==> config.mk <==
export PLATFORM = sky130hd
export DESIGN_NAME = mc_ctrl
export DESIGN_NICKNAME = d
export VERILOG_FILES = /design/src/rtl/mips_defs_pkg.sv /design/src/rtl/mc_decode.sv /design/src/rtl/mc_ctrl.sv
export SDC_FILE = /design/constraint.sdc
export NUM_CORES = 1
export LEC_CHECK = 0
export ABC_CLOCK_PERIOD_IN_PS = 7700
export CORE_MARGIN = 4
export CORE_UTILIZATION = 51
export DETAILED_ROUTE_END_ITERATION = 8
export PLACE_DENSITY = 0.94
export SETUP_SLACK_MARGIN = 0.05
export SYNTH_ARGS = -nofsm -noshare
export SYNTH_HDL_FRONTEND = slang
export SYNTH_SLANG_ARGS = --single-unit
==> constraint.sdc <==
create_clock -name clk -period 7.7 [get_ports clk]
set_input_delay 1.925 -clock clk [delete_from_list [all_inputs] [get_ports clk]]
set_output_delay 1.925 -clock clk [all_outputs]
set_load 0.01 [all_outputs]
==> src/rtl/mips_defs_pkg.sv <==
// Shared opcode, funct, ALU and select encodings for the multi-cycle MIPS control path.
package mips_defs;

    // Opcodes (IR[31:26])
    localparam logic [5:0] R_type = 6'b000000;
    localparam logic [5:0] Ori    = 6'b001101;
    localparam logic [5:0] Lw     = 6'b100011;
    localparam logic [5:0] Sw     = 6'b101011;
    localparam logic [5:0] Beq    = 6'b000100;
    localparam logic [5:0] Lui    = 6'b001111;
    localparam logic [5:0] J      = 6'b000010;
    localparam logic [5:0] Jal    = 6'b000011;

    // R-type funct codes (IR[5:0])
    localparam logic [5:0] Add    = 6'b100000;
    localparam logic [5:0] Sub    = 6'b100010;
    localparam logic [5:0] Jr_    = 6'b001000;
    localparam logic [5:0] Sll    = 6'b000000;

    // ALU operation codes
    localparam logic [3:0] ALU_ADD   = 4'b0000;
    localparam logic [3:0] ALU_SUB   = 4'b0001;
    localparam logic [3:0] ALU_OR    = 4'b0011;
    localparam logic [3:0] ALU_SHIFT = 4'b0110;

    // Sequencer states; codes 5..7 are unused and recover to StIf
    typedef enum logic [2:0] {
        StIf  = 3'd0,
        StId  = 3'd1,
        StEx  = 3'd2,
        StMem = 3'd3,
        StWb  = 3'd4
    } state_t;

    // PC source select
    localparam logic [1:0] PC_PLUS4  = 2'd0;
    localparam logic [1:0] PC_BRANCH = 2'd1;
    localparam logic [1:0] PC_JUMP   = 2'd2;
    localparam logic [1:0] PC_REG    = 2'd3;

    // Register destination select
    localparam logic [1:0] DST_RT   = 2'd0;
    localparam logic [1:0] DST_RD   = 2'd1;
    localparam logic [1:0] DST_LINK = 2'd2;

    // Write-back data select
    localparam logic [1:0] WB_ALU  = 2'd0;
    localparam logic [1:0] WB_MDR  = 2'd1;
    localparam logic [1:0] WB_LINK = 2'd2;

endpackage

==> src/rtl/mc_decode.sv <==
// Combinational instruction-class decode feeding the sequencer.
module mc_decode
    import mips_defs::*;
(
    input  logic [5:0] op,
    input  logic [5:0] funct,
    output logic       is_rtype_alu,
    output logic       is_jr,
    output logic       is_imm_alu,
    output logic       is_load,
    output logic       is_store,
    output logic       is_branch,
    output logic       is_jump,
    output logic       is_link,
    output logic       is_illegal
);

    // Classify the opcode/funct pair; anything unrecognised retires as a nop
    always_comb begin
        is_rtype_alu = (op == R_type) && ((funct == Add) || (funct == Sub) || (funct == Sll));
        is_jr        = (op == R_type) && (funct == Jr_);
        is_imm_alu   = (op == Ori) || (op == Lui);
        is_load      = (op == Lw);
        is_store     = (op == Sw);
        is_branch    = (op == Beq);
        is_jump      = (op == J) || (op == Jal);
        is_link      = (op == Jal);
        is_illegal   = !(is_rtype_alu || is_jr || is_imm_alu || is_load || is_store ||
                         is_branch || is_jump);
    end

endmodule

==> src/rtl/mc_ctrl.sv <==
// Multi-cycle control sequencer: IF/ID/EX/MEM/WB with memory-ready stalls and retire counter.
module mc_ctrl
    import mips_defs::*;
#(
    parameter int unsigned CNT_W    = 32,
    parameter logic [4:0]  LINK_REG = 5'd31
) (
    input  logic             clk,
    input  logic             reset,
    input  logic [5:0]       OP,
    input  logic [5:0]       Funct,
    input  logic             Zero,
    input  logic             imem_ready,
    input  logic             dmem_ready,
    output logic             IRWrite,
    output logic             PCWrite,
    output logic [1:0]       PCSrc,
    output logic             RegWrite,
    output logic [1:0]       RegDst,
    output logic [1:0]       MemtoReg,
    output logic             MemRead,
    output logic             MemWrite,
    output logic             ALUSrcB,
    output logic             ExtOp,
    output logic [3:0]       ALUOp,
    output logic [2:0]       state,
    output logic             instr_done,
    output logic [CNT_W-1:0] retired
);

    // The datapath maps RegDst=DST_LINK to LINK_REG; writes to $0 would be silently dropped.
    if (LINK_REG == 5'd0) begin : g_link_reg_is_zero
    end

    state_t           state_q, state_d;
    logic [CNT_W-1:0] retired_q;

    logic is_rtype_alu, is_jr, is_imm_alu, is_load, is_store;
    logic is_branch, is_jump, is_link, is_illegal;

    mc_decode u_decode (
        .op           (OP),
        .funct        (Funct),
        .is_rtype_alu (is_rtype_alu),
        .is_jr        (is_jr),
        .is_imm_alu   (is_imm_alu),
        .is_load      (is_load),
        .is_store     (is_store),
        .is_branch    (is_branch),
        .is_jump      (is_jump),
        .is_link      (is_link),
        .is_illegal   (is_illegal)
    );

    // State register
    always_ff @(posedge clk or posedge reset) begin
        if (reset) state_q <= StIf;
        else       state_q <= state_d;
    end

    // Next state and per-cycle strobes; everything held at zero while reset is high
    always_comb begin
        state_d    = state_q;
        IRWrite    = 1'b0;
        PCWrite    = 1'b0;
        PCSrc      = PC_PLUS4;
        RegWrite   = 1'b0;
        RegDst     = DST_RT;
        MemtoReg   = WB_ALU;
        MemRead    = 1'b0;
        MemWrite   = 1'b0;
        ALUSrcB    = 1'b0;
        ExtOp      = 1'b0;
        ALUOp      = ALU_ADD;
        instr_done = 1'b0;
        if (reset) begin
            state_d = StIf;
        end else begin
            case (state_q)
                StIf: begin
                    if (imem_ready) begin
                        IRWrite = 1'b1;
                        PCWrite = 1'b1;
                        state_d = StId;
                    end
                end
                StId: begin
                    if (is_jump) begin
                        PCWrite    = 1'b1;
                        PCSrc      = PC_JUMP;
                        instr_done = 1'b1;
                        state_d    = StIf;
                        if (is_link) begin
                            RegWrite = 1'b1;
                            RegDst   = DST_LINK;
                            MemtoReg = WB_LINK;
                        end
                    end else if (is_jr) begin
                        PCWrite    = 1'b1;
                        PCSrc      = PC_REG;
                        instr_done = 1'b1;
                        state_d    = StIf;
                    end else if (is_illegal) begin
                        instr_done = 1'b1;
                        state_d    = StIf;
                    end else begin
                        state_d = StEx;
                    end
                end
                StEx: begin
                    if (is_branch) begin
                        ALUOp      = ALU_SUB;
                        ExtOp      = 1'b1;
                        PCWrite    = Zero;
                        PCSrc      = Zero ? PC_BRANCH : PC_PLUS4;
                        instr_done = 1'b1;
                        state_d    = StIf;
                    end else if (is_rtype_alu) begin
                        case (Funct)
                            Sub:     ALUOp = ALU_SUB;
                            Sll:     ALUOp = ALU_SHIFT;
                            default: ALUOp = ALU_ADD;
                        endcase
                        state_d = StWb;
                    end else if (is_imm_alu) begin
                        ALUSrcB = 1'b1;
                        ALUOp   = (OP == Ori) ? ALU_OR : ALU_SHIFT;
                        state_d = StWb;
                    end else if (is_load || is_store) begin
                        ALUSrcB = 1'b1;
                        ExtOp   = 1'b1;
                        state_d = StMem;
                    end else begin
                        state_d = StIf;
                    end
                end
                StMem: begin
                    MemRead  = is_load;
                    MemWrite = is_store;
                    if (!(is_load || is_store)) begin
                        state_d = StIf;
                    end else if (dmem_ready) begin
                        instr_done = is_store;
                        state_d    = is_load ? StWb : StIf;
                    end
                end
                StWb: begin
                    RegWrite   = 1'b1;
                    RegDst     = is_rtype_alu ? DST_RD : DST_RT;
                    MemtoReg   = is_load ? WB_MDR : WB_ALU;
                    instr_done = 1'b1;
                    state_d    = StIf;
                end
                default: state_d = StIf;
            endcase
        end
    end

    // Retired-instruction counter, wraps naturally
    always_ff @(posedge clk or posedge reset) begin
        if (reset)           retired_q <= '0;
        else if (instr_done) retired_q <= retired_q + CNT_W'(1);
    end

    assign state   = state_q;
    assign retired = retired_q;

endmodule

; Word-level counts from Yosys, hierarchy flattened
; Index checks and enable logic that the tools add are counted.
[op_classes]
eq_ne = 16
muxes = 69
reduce_logical = 17
addsub = 1
[op_table]
columns = cell, n
row1 = $mux 1, 36
row2 = $add 32x1->32 const B, 1
row3 = $mux 3, 10
row4 = $eq 6x6->1 const B, 4
row5 = $mux 2, 11
row6 = $eq 6x4->1 const B, 3
row7 = $mux 4, 4
row8 = $eq 6x2->1 const B, 2
row9 = $logic_not 6->1, 2
row10 = $pmux 2 s2, 3
row11 = $pmux 3 s4, 1
row12 = $logic_or 1x1->1, 11
row13 = $eq 3x2->1 const B, 2
row14 = $eq 6x3->1 const B, 1
row15 = $pmux 3 s2, 1
row16 = $ne 4x4->1 const B, 1
row17 = $pmux 1 s4, 1
row18 = $eq 3x1->1 const B, 1
row19 = $eq 3x3->1 const B, 1
row20 = $logic_not 3->1, 1
row21 = $ne 3x3->1 const B, 1
row22 = $pmux 1 s3, 1
row23 = $logic_and 1x1->1, 2
row24 = $pmux 1 s2, 1
row25 = $reduce_and 2->1, 1
[totals]
in_bits = 17
ff_bits = 35
out_inout_bits = 53

; Longest topological paths before layout
; Gate-level depths: netlist of run 1.
[logic_depth]
word_depth = 15
mapped_depth = 8

; By module
; From an unflattened synthesis of run 1, not the netlist that was laid out.
[unflattened]
hier_cells = 240
area_unflattened_um2 = 2135.8
[by_module_without_submodules]
columns = module, instances, cells_per_inst, seq_area_each_um2, area_each_um2
row1 = mc_ctrl, 1, 213, 875.8, 1968.1
row2 = mc_decode, 1, 27, 0.0, 167.7

; Worst setup path after synthesis of run 1
; OpenSTA, ideal clock, no wires.
[synth_timing]
kind = input to output
startpoint = in OP[3]
endpoint = out PCSrc[0]
required_ns = 5.775
arrival_ns = 3.311
path_slack_ns = 2.464
cell_stages = 7
cell_sequence = buf_6 > or4_4 > nor3_1 > nand3_1 > nor4_1 > a31oi_1 > nor2_1
[synth_via]
elab_chain_cells = 6
[synth_lines]
columns = element, line
row1 = start: declaration, mc_ctrl.sv:10  ; input logic [5:0] OP,
row2 = $logic_not 6->1, mc_decode.sv:21  ; is_jr = (op == R_type) && (funct == Jr_);
row3 = $logic_and 1x1->1, mc_decode.sv:21
row4 = $mux 2, mc_ctrl.sv:98  ; end else if (is_jr) begin
row5 = $mux 2, mc_ctrl.sv:88  ; if (is_jump) begin
row6 = $pmux 2 s2 (*), mc_ctrl.sv:79  ; case (state_q)
row7 = $mux 2 (*), mc_ctrl.sv:76  ; if (reset) begin
row8 = end: declaration, mc_ctrl.sv:17  ; output logic [1:0] PCSrc,
; Mark *: on every way between the ends. The rest lies on a longest branch, timed or not.

; Worst setup path in the final report of run 1
; Same ends and word-level chain as after synthesis.

==> impl_results.md, run 1 <==
* Chip Height at 75.0 µm
* CP Data Required Time at 5780 ps
* Most used flip-flop cell after synthesis: dfrtp_1
* H-Tree Depth at 2
* Crit share post-route at 82.1%
* Worst-case clock buffer depth at 2
* Row Count at 24
* Vias in the first global route at 2097
* Clock sink count at 35
* Clock slew at reported path FFs at 60 ps
* CTS Root Buffer Type: clkbuf_8
* Worst Hold Class: register to register
* DR WL/cell at 15.9 µm
* Leakage at 1.32 nW
* Min Clock Period, post-route at 6320 ps
* Setup tns final at 0 ps
* Status: finished clean
* Nets@finish at 317
* Seq cells post-synth at 35
* Slew Limit Fails at 0
* Post-synth top cells: dfrtp_1 (35), xor2_1 (30), nand2_1 (21), nor2_1 (19), nor3_1 (16)
* I/O Buffers at 68
* Met3 wire len at 301 µm
* Critical Path Sink Type: primary output
* Post-CTS setup buffers at 0
* CP Class: input port to primary output
* GPL Wtd Cong at 0.869
* Post-Route WL at 5590 µm
* Worst IR drop on VDD at 68.3 µV
* Yosys warnings at 0
* DRC viols at 0
* Crit-path max FO at 9
* Cts repair resizes at 0
* Syn nets at 256
* Core region area at 0.00435 mm²
* Max-Cap Viols at 0
* Worst-Skew Late Latency at 290 ps
* Mapped Cells at 238
* Routed vias at 2008
* Final hold viol count at 0
* Final count of negative-setup-slack endpoints at 0
* Initial Utilization at 52.6%
* Least-Margin Pin Slew at 676 ps
* Ratio of cells with drive above 1 in the final layout at 12.4%
* Fin Clk Skew at 11.3 ps
* Startpoint Class: input port
* Antenna violations before repair at 0
* Power Dens Cells at 138 mW/mm²
* Total global routing track utilization at 21.6%
* Antenna fix cells at 0
* Post-synth EDFFs at 0
* Routed wl met2 at 2990 µm
* DP HPWL at 4350 µm
* Vias/cell at 5.72
* Top layer in use: met4
* 1st-iter DRT viols at 130
* CTS Hold Buffers Added at 0
* Remaining antenna violation count at 0
* Die area at 0.00563 mm²
* Leading post-synthesis cells by cell area: dfrtp_1 (38%), xor2_1 (11%), nor4b_2 (5.2%)
* Area delta synth->final at 33.3%
* Dominant cell type by area after synthesis: dfrtp_1
* Router iterations before antenna repair at 4
* CTS tree: yes
* CTS buffer count at 5
* Die Width at 75.0 µm
* Largest net degree at the start of global routing at 31
* Post-synth ARST share at 100%
* GRT overflow at 0
* M1 wire length at 2190 µm
* First-pass GRT wire length at 9480 µm
* Syn avg cell area at 9.62 µm²
* Hold Slack at 466 ps
* CP arrival at 4400 ps
* Count leader, synth: dfrtp_1
* Top-area cell type share of the netlist area at 38.3%
* Highest clock rate at 0.158 GHz
* IO Pins at 70
* Post-synthesis sequential area ratio at 38.3%
* Slew HR at 54.8%
* Mapped cell area at 0.00229 mm²
* Post-synth cell types at 47
* RSZ-0062 raised after global routing: false
-- worst paths after layout --
path                        startpoint     endpoint  slack (ps)  cells past startpoint
max                              OP[3]     PCSrc[0]        1380                      8
min                        retired[31]  retired[31]         470                      1
max reg2reg                   state[2]   retired[5]        5210                      5
min reg2reg                retired[31]  retired[31]         470                      1
max in group asynchronous        reset  retired[18]        5030                      3
min in group asynchronous        reset     state[1]        2020                      2
-- metal layers --
layer / global-route usage [%] / vias up
li1: - / 965
met1: 25.5 / 960
met2: 37.9 / 73
met3: 5.07 / 10
met4: 8.30 / 0
met5: 0 / -
-- logic make-up after synthesis --
family,count (synthesis),share of synthesized area [%]
adder cells (fa/ha/maj),1,0.546
flip-flops,35,38.3
other,1,0.164
multiplexers,1,0.656
buffers and inverters,21,5.19
AND/OR/NAND/NOR,128,37.7
AO/OA/AOI/OAI,20,5.68
XOR/XNOR,31,11.9
-- power by group --
group          internal [mW]  switching (mW)
clock network         0.0948          0.0626
logic                 0.0317          0.0319
registers              0.190          0.0108
-- cells in the final DEF (no fill, tap or decap), types with 4 or more instances in the layout --
cell / netlist / final
nor3_1: 16 / 16
nor3b_1: 4 / 4
a31oi_1: 4 / 4
dfrtp_1: 35 / 35
clkdlybuf4s50_1: 0 / 68
nand3_1: 12 / 12
xor2_1: 30 / 30
a21oi_1: 6 / 6
inv_1: 5 / 5
or2_2: 4 / 4
and3_1: 4 / 4
nor2_1: 19 / 19
nor4b_2: 8 / 8
nand2_1: 21 / 21
nand2b_1: 5 / 5
nor2b_1: 4 / 4
nand4_1: 4 / 4
nor4_2: 8 / 8
clkbuf_8: 0 / 5
nor4_1: 4 / 4
-- registers in the layout, indices dropped and copies added (netlist names) --
register,flops
state,3
retired,32
-- stage by stage --
step	total power [mW]	setup WS, ps	cells	util [%]	cell area [µm²]
3_5_place_dp	0.269	1390	344	67.8	2950
5_1_grt	0.441	1220	351	70.1	3050
4_1_cts	0.425	1390	351	70.1	3050
6_report	0.422	1380	351	70.1	3050
2_1_floorplan	0.237	2460	238	-	2290
3_3_place_gp	0.266	1480	344	67.8	2950
-- cell type report --
type	count	area, µm²
clock inverters	1	30.0
clock buffers	6	72.6
fillers	315	1300
multi-input cells	182	1290
inverters	5	18.8
flip-flops and latches	35	876
repair buffers	70	696
well taps	52	65.1
-- critical path, stage by stage --
cell and delay [ps]:
clkdlybuf4s50_1 550, or4_4 580, nor3_1 270, nand3_1 110
nor4_1 250, a31oi_1 70, nor2_1 100, clkdlybuf4s50_1 540
Power figures use the tool's default switching activity.
==> run 2, diff against run 1 <==
--- a/config.mk
+++ b/config.mk
@@ -5,11 +5,11 @@
 export SDC_FILE = /design/constraint.sdc
 export NUM_CORES = 1
 export LEC_CHECK = 0
-export ABC_CLOCK_PERIOD_IN_PS = 7700
+export ABC_CLOCK_PERIOD_IN_PS = 6500
 export CORE_MARGIN = 4
-export CORE_UTILIZATION = 51
+export CORE_UTILIZATION = 47
 export DETAILED_ROUTE_END_ITERATION = 8
-export PLACE_DENSITY = 0.94
+export PLACE_DENSITY = 0.88
 export SETUP_SLACK_MARGIN = 0.05
 export SYNTH_ARGS = -nofsm -noshare
 export SYNTH_HDL_FRONTEND = slang
==> constraint.sdc (replaced) <==
create_clock -name clk -period 6.5 [get_ports clk]
set_input_delay 1.625 -clock clk [delete_from_list [all_inputs] [get_ports clk]]
set_output_delay 1.625 -clock clk [all_outputs]
set_load 0.01 [all_outputs]
==> impl_results.md, run 2 (same netlist as run 1, synthesis figures left out) <==
* Crit share post-route at 87.5%
* H-Tree Depth at 2 (unchanged)
* Post-CTS setup buffers at 0 (unchanged)
* Fin Clk Skew at 12.0 ps (+0.759 ps)
* RSZ-0062 raised after global routing: false
* CTS tree: yes
* Total global routing track utilization at 19.7% (-1.9 points)
* Area delta synth->final at 33.4% (about the same)
* Antenna violations before repair at 0 (unchanged)
* Worst IR drop on VDD at 109 µV (+60%)
* Leakage at 1.31 nW (-0.76%)
* Nets@finish at 317 (unchanged)
* Least-Margin Pin Slew at 670 ps (-5.48 ps)
* DR WL/cell at 14.7 µm (-7.8%)
* Commonest non-fill, non-tap cell in the layout: clkdlybuf4s50_1
* Min Clock Period, post-route at 5690 ps
* CTS Root Buffer Type: clkbuf_8
* CP Launch Point: OP[3]
* Core region area at 0.00472 mm² (+8.5%)
* Finished Layout Cells at 367 (+4.6%)
* Status: finished clean
* Worst Hold Class: register to register
* Antenna fix cells at 0 (unchanged)
* Worst-case clock buffer depth at 2 (unchanged)
* Dpl cells at 359 (+4.4%)
* Power Dens Cells at 152 mW/mm² (+10%)
* Row Count at 25 (+4.2%)
* Vias in the first global route at 2114 (+0.81%)
* Routed vias at 2010 (+0.10%)
* Die area at 0.00605 mm² (+7.6%)
* Final hold viol count at 0 (unchanged)
* Final count of negative-setup-slack endpoints at 0 (unchanged)
* CTS Hold Buffers Added at 0 (unchanged)
* Area of the multi-input gates at 0.00129 mm² (unchanged)
* Initial Utilization at 48.5% (-4.1 points)
* Clock slew at reported path FFs at 60 ps (about the same)
* Reg-to-Reg Start: state[2]
* Clock sink count at 35 (unchanged)
* CP Data Required Time at 4880 ps (-900 ps)
* Die Width at 77.8 µm (+3.7%)
* Crit-path max FO at 9 (unchanged)
* IO Pins at 70 (unchanged)
* Sequential cell area at 876 µm² (unchanged)
* Highest clock rate at 0.176 GHz
* DP HPWL at 4130 µm (-5.2%)
* Filler cell count at 382 (+21%)
* Critical Path Sink Type: primary output
* Cts repair resizes at 0 (unchanged)
* Setup tns final at 0 ps (unchanged)
* Remaining antenna violation count at 0 (unchanged)
* CP Class: input port to primary output
* Worst Min Path Start: retired[31]
* First-pass GRT wire length at 9760 µm (+2.9%)
* Chip Height at 77.8 µm (+3.7%)
* I/O Buffers at 68 (unchanged)
* Ratio of cells with drive above 1 in the final layout at 12.7% (+0.29 points)
* Largest net degree at the start of global routing at 31 (unchanged)
* Router iterations before antenna repair at 4 (unchanged)
* Worst-Skew Late Latency at 290 ps (about the same)
* Vias/cell at 5.48 (-4.3%)
* CP arrival at 4060 ps (-340 ps)
* Commonest cells after routing, fill and taps aside: clkdlybuf4s50_1 (68), dfrtp_1 (35), xor2_1 (30), nand2_1 (21), nor2_1 (19)
* Max-Cap Viols at 0 (unchanged)
* Slew HR at 55.2% (+0.37 points)
* Slew Limit Fails at 0 (unchanged)
* GRT overflow at 0 (unchanged)
* Startpoint Class: input port
* DRC viols at 0 (unchanged)
* Post-Route WL at 5390 µm (-3.6%)
* CTS buffer count at 5 (unchanged)
* GPL Wtd Cong at 0.891 (+2.6%)
* 1st-iter DRT viols at 88 (-32%)
* Largest register FFs at 32 (unchanged)
run 2: through the flow:
step / hold slack [ps] / setup slack, ps / power [mW] / area (µm²) / utilization [%]
after global routing: 494 / 664 / 0.491 / 3050 / 64.7
after detailed placement: 465 / 813 / 0.317 / 2970 / 62.9
after CTS: 473 / 811 / 0.468 / 3050 / 64.7
after floorplan: 504 / 1860 / 0.281 / 2290 / -
after global placement: 456 / 887 / 0.315 / 2970 / 62.9
final: 472 / 815 / 0.465 / 3050 / 64.7
run 2: where the power goes:
part           switching, mW  internal, mW  total (mW)  leakage (nW)
Sequential            0.0135         0.225       0.238         0.480
Clock                 0.0768        0.0748       0.152        0.0412
Combinational         0.0371        0.0377      0.0748         0.789
run 2: path summary, 6_finish.rpt:
path / cells past startpoint / to / slack [ps]
max reg2reg: 5 / retired[15] / 4020
min: 1 / retired[31] / 470
max: 8 / PCSrc[0] / 810
min in group asynchronous: 2 / retired[16] / 1800
max in group asynchronous: 3 / retired[14] / 4020
min reg2reg: 1 / retired[31] / 470
run 2: final cells by class:
| class | count | area share (%) |
|---|---|---|
| Timing Repair Buffer | 70 | 22.8 |
| Inverter | 5 | 0.615 |
| Sequential cell | 35 | 28.7 |
| Clock inverter | 2 | 0.410 |
| Tap cell | 67 | 2.74 |
| Clock buffer | 6 | 2.38 |
| Multi-Input combinational cell | 182 | 42.4 |
run 2: per-layer routing:
metal,global-route usage [%],vias up,share of wire [%]
met4,5.16,0,0.89
met2,34.8,78,50
met3,6.03,5,6.7
li1,-,975,-
met1,23.0,952,42
met5,0,-,0
run 2: worst max-delay path: stages:
cell and delay [ps]:
clkdlybuf4s50_1 560, or4_4 590, nor3_1 260, nand3_1 110
nor4_1 230, a31oi_1 60, nor2_1 90, clkdlybuf4s50_1 530
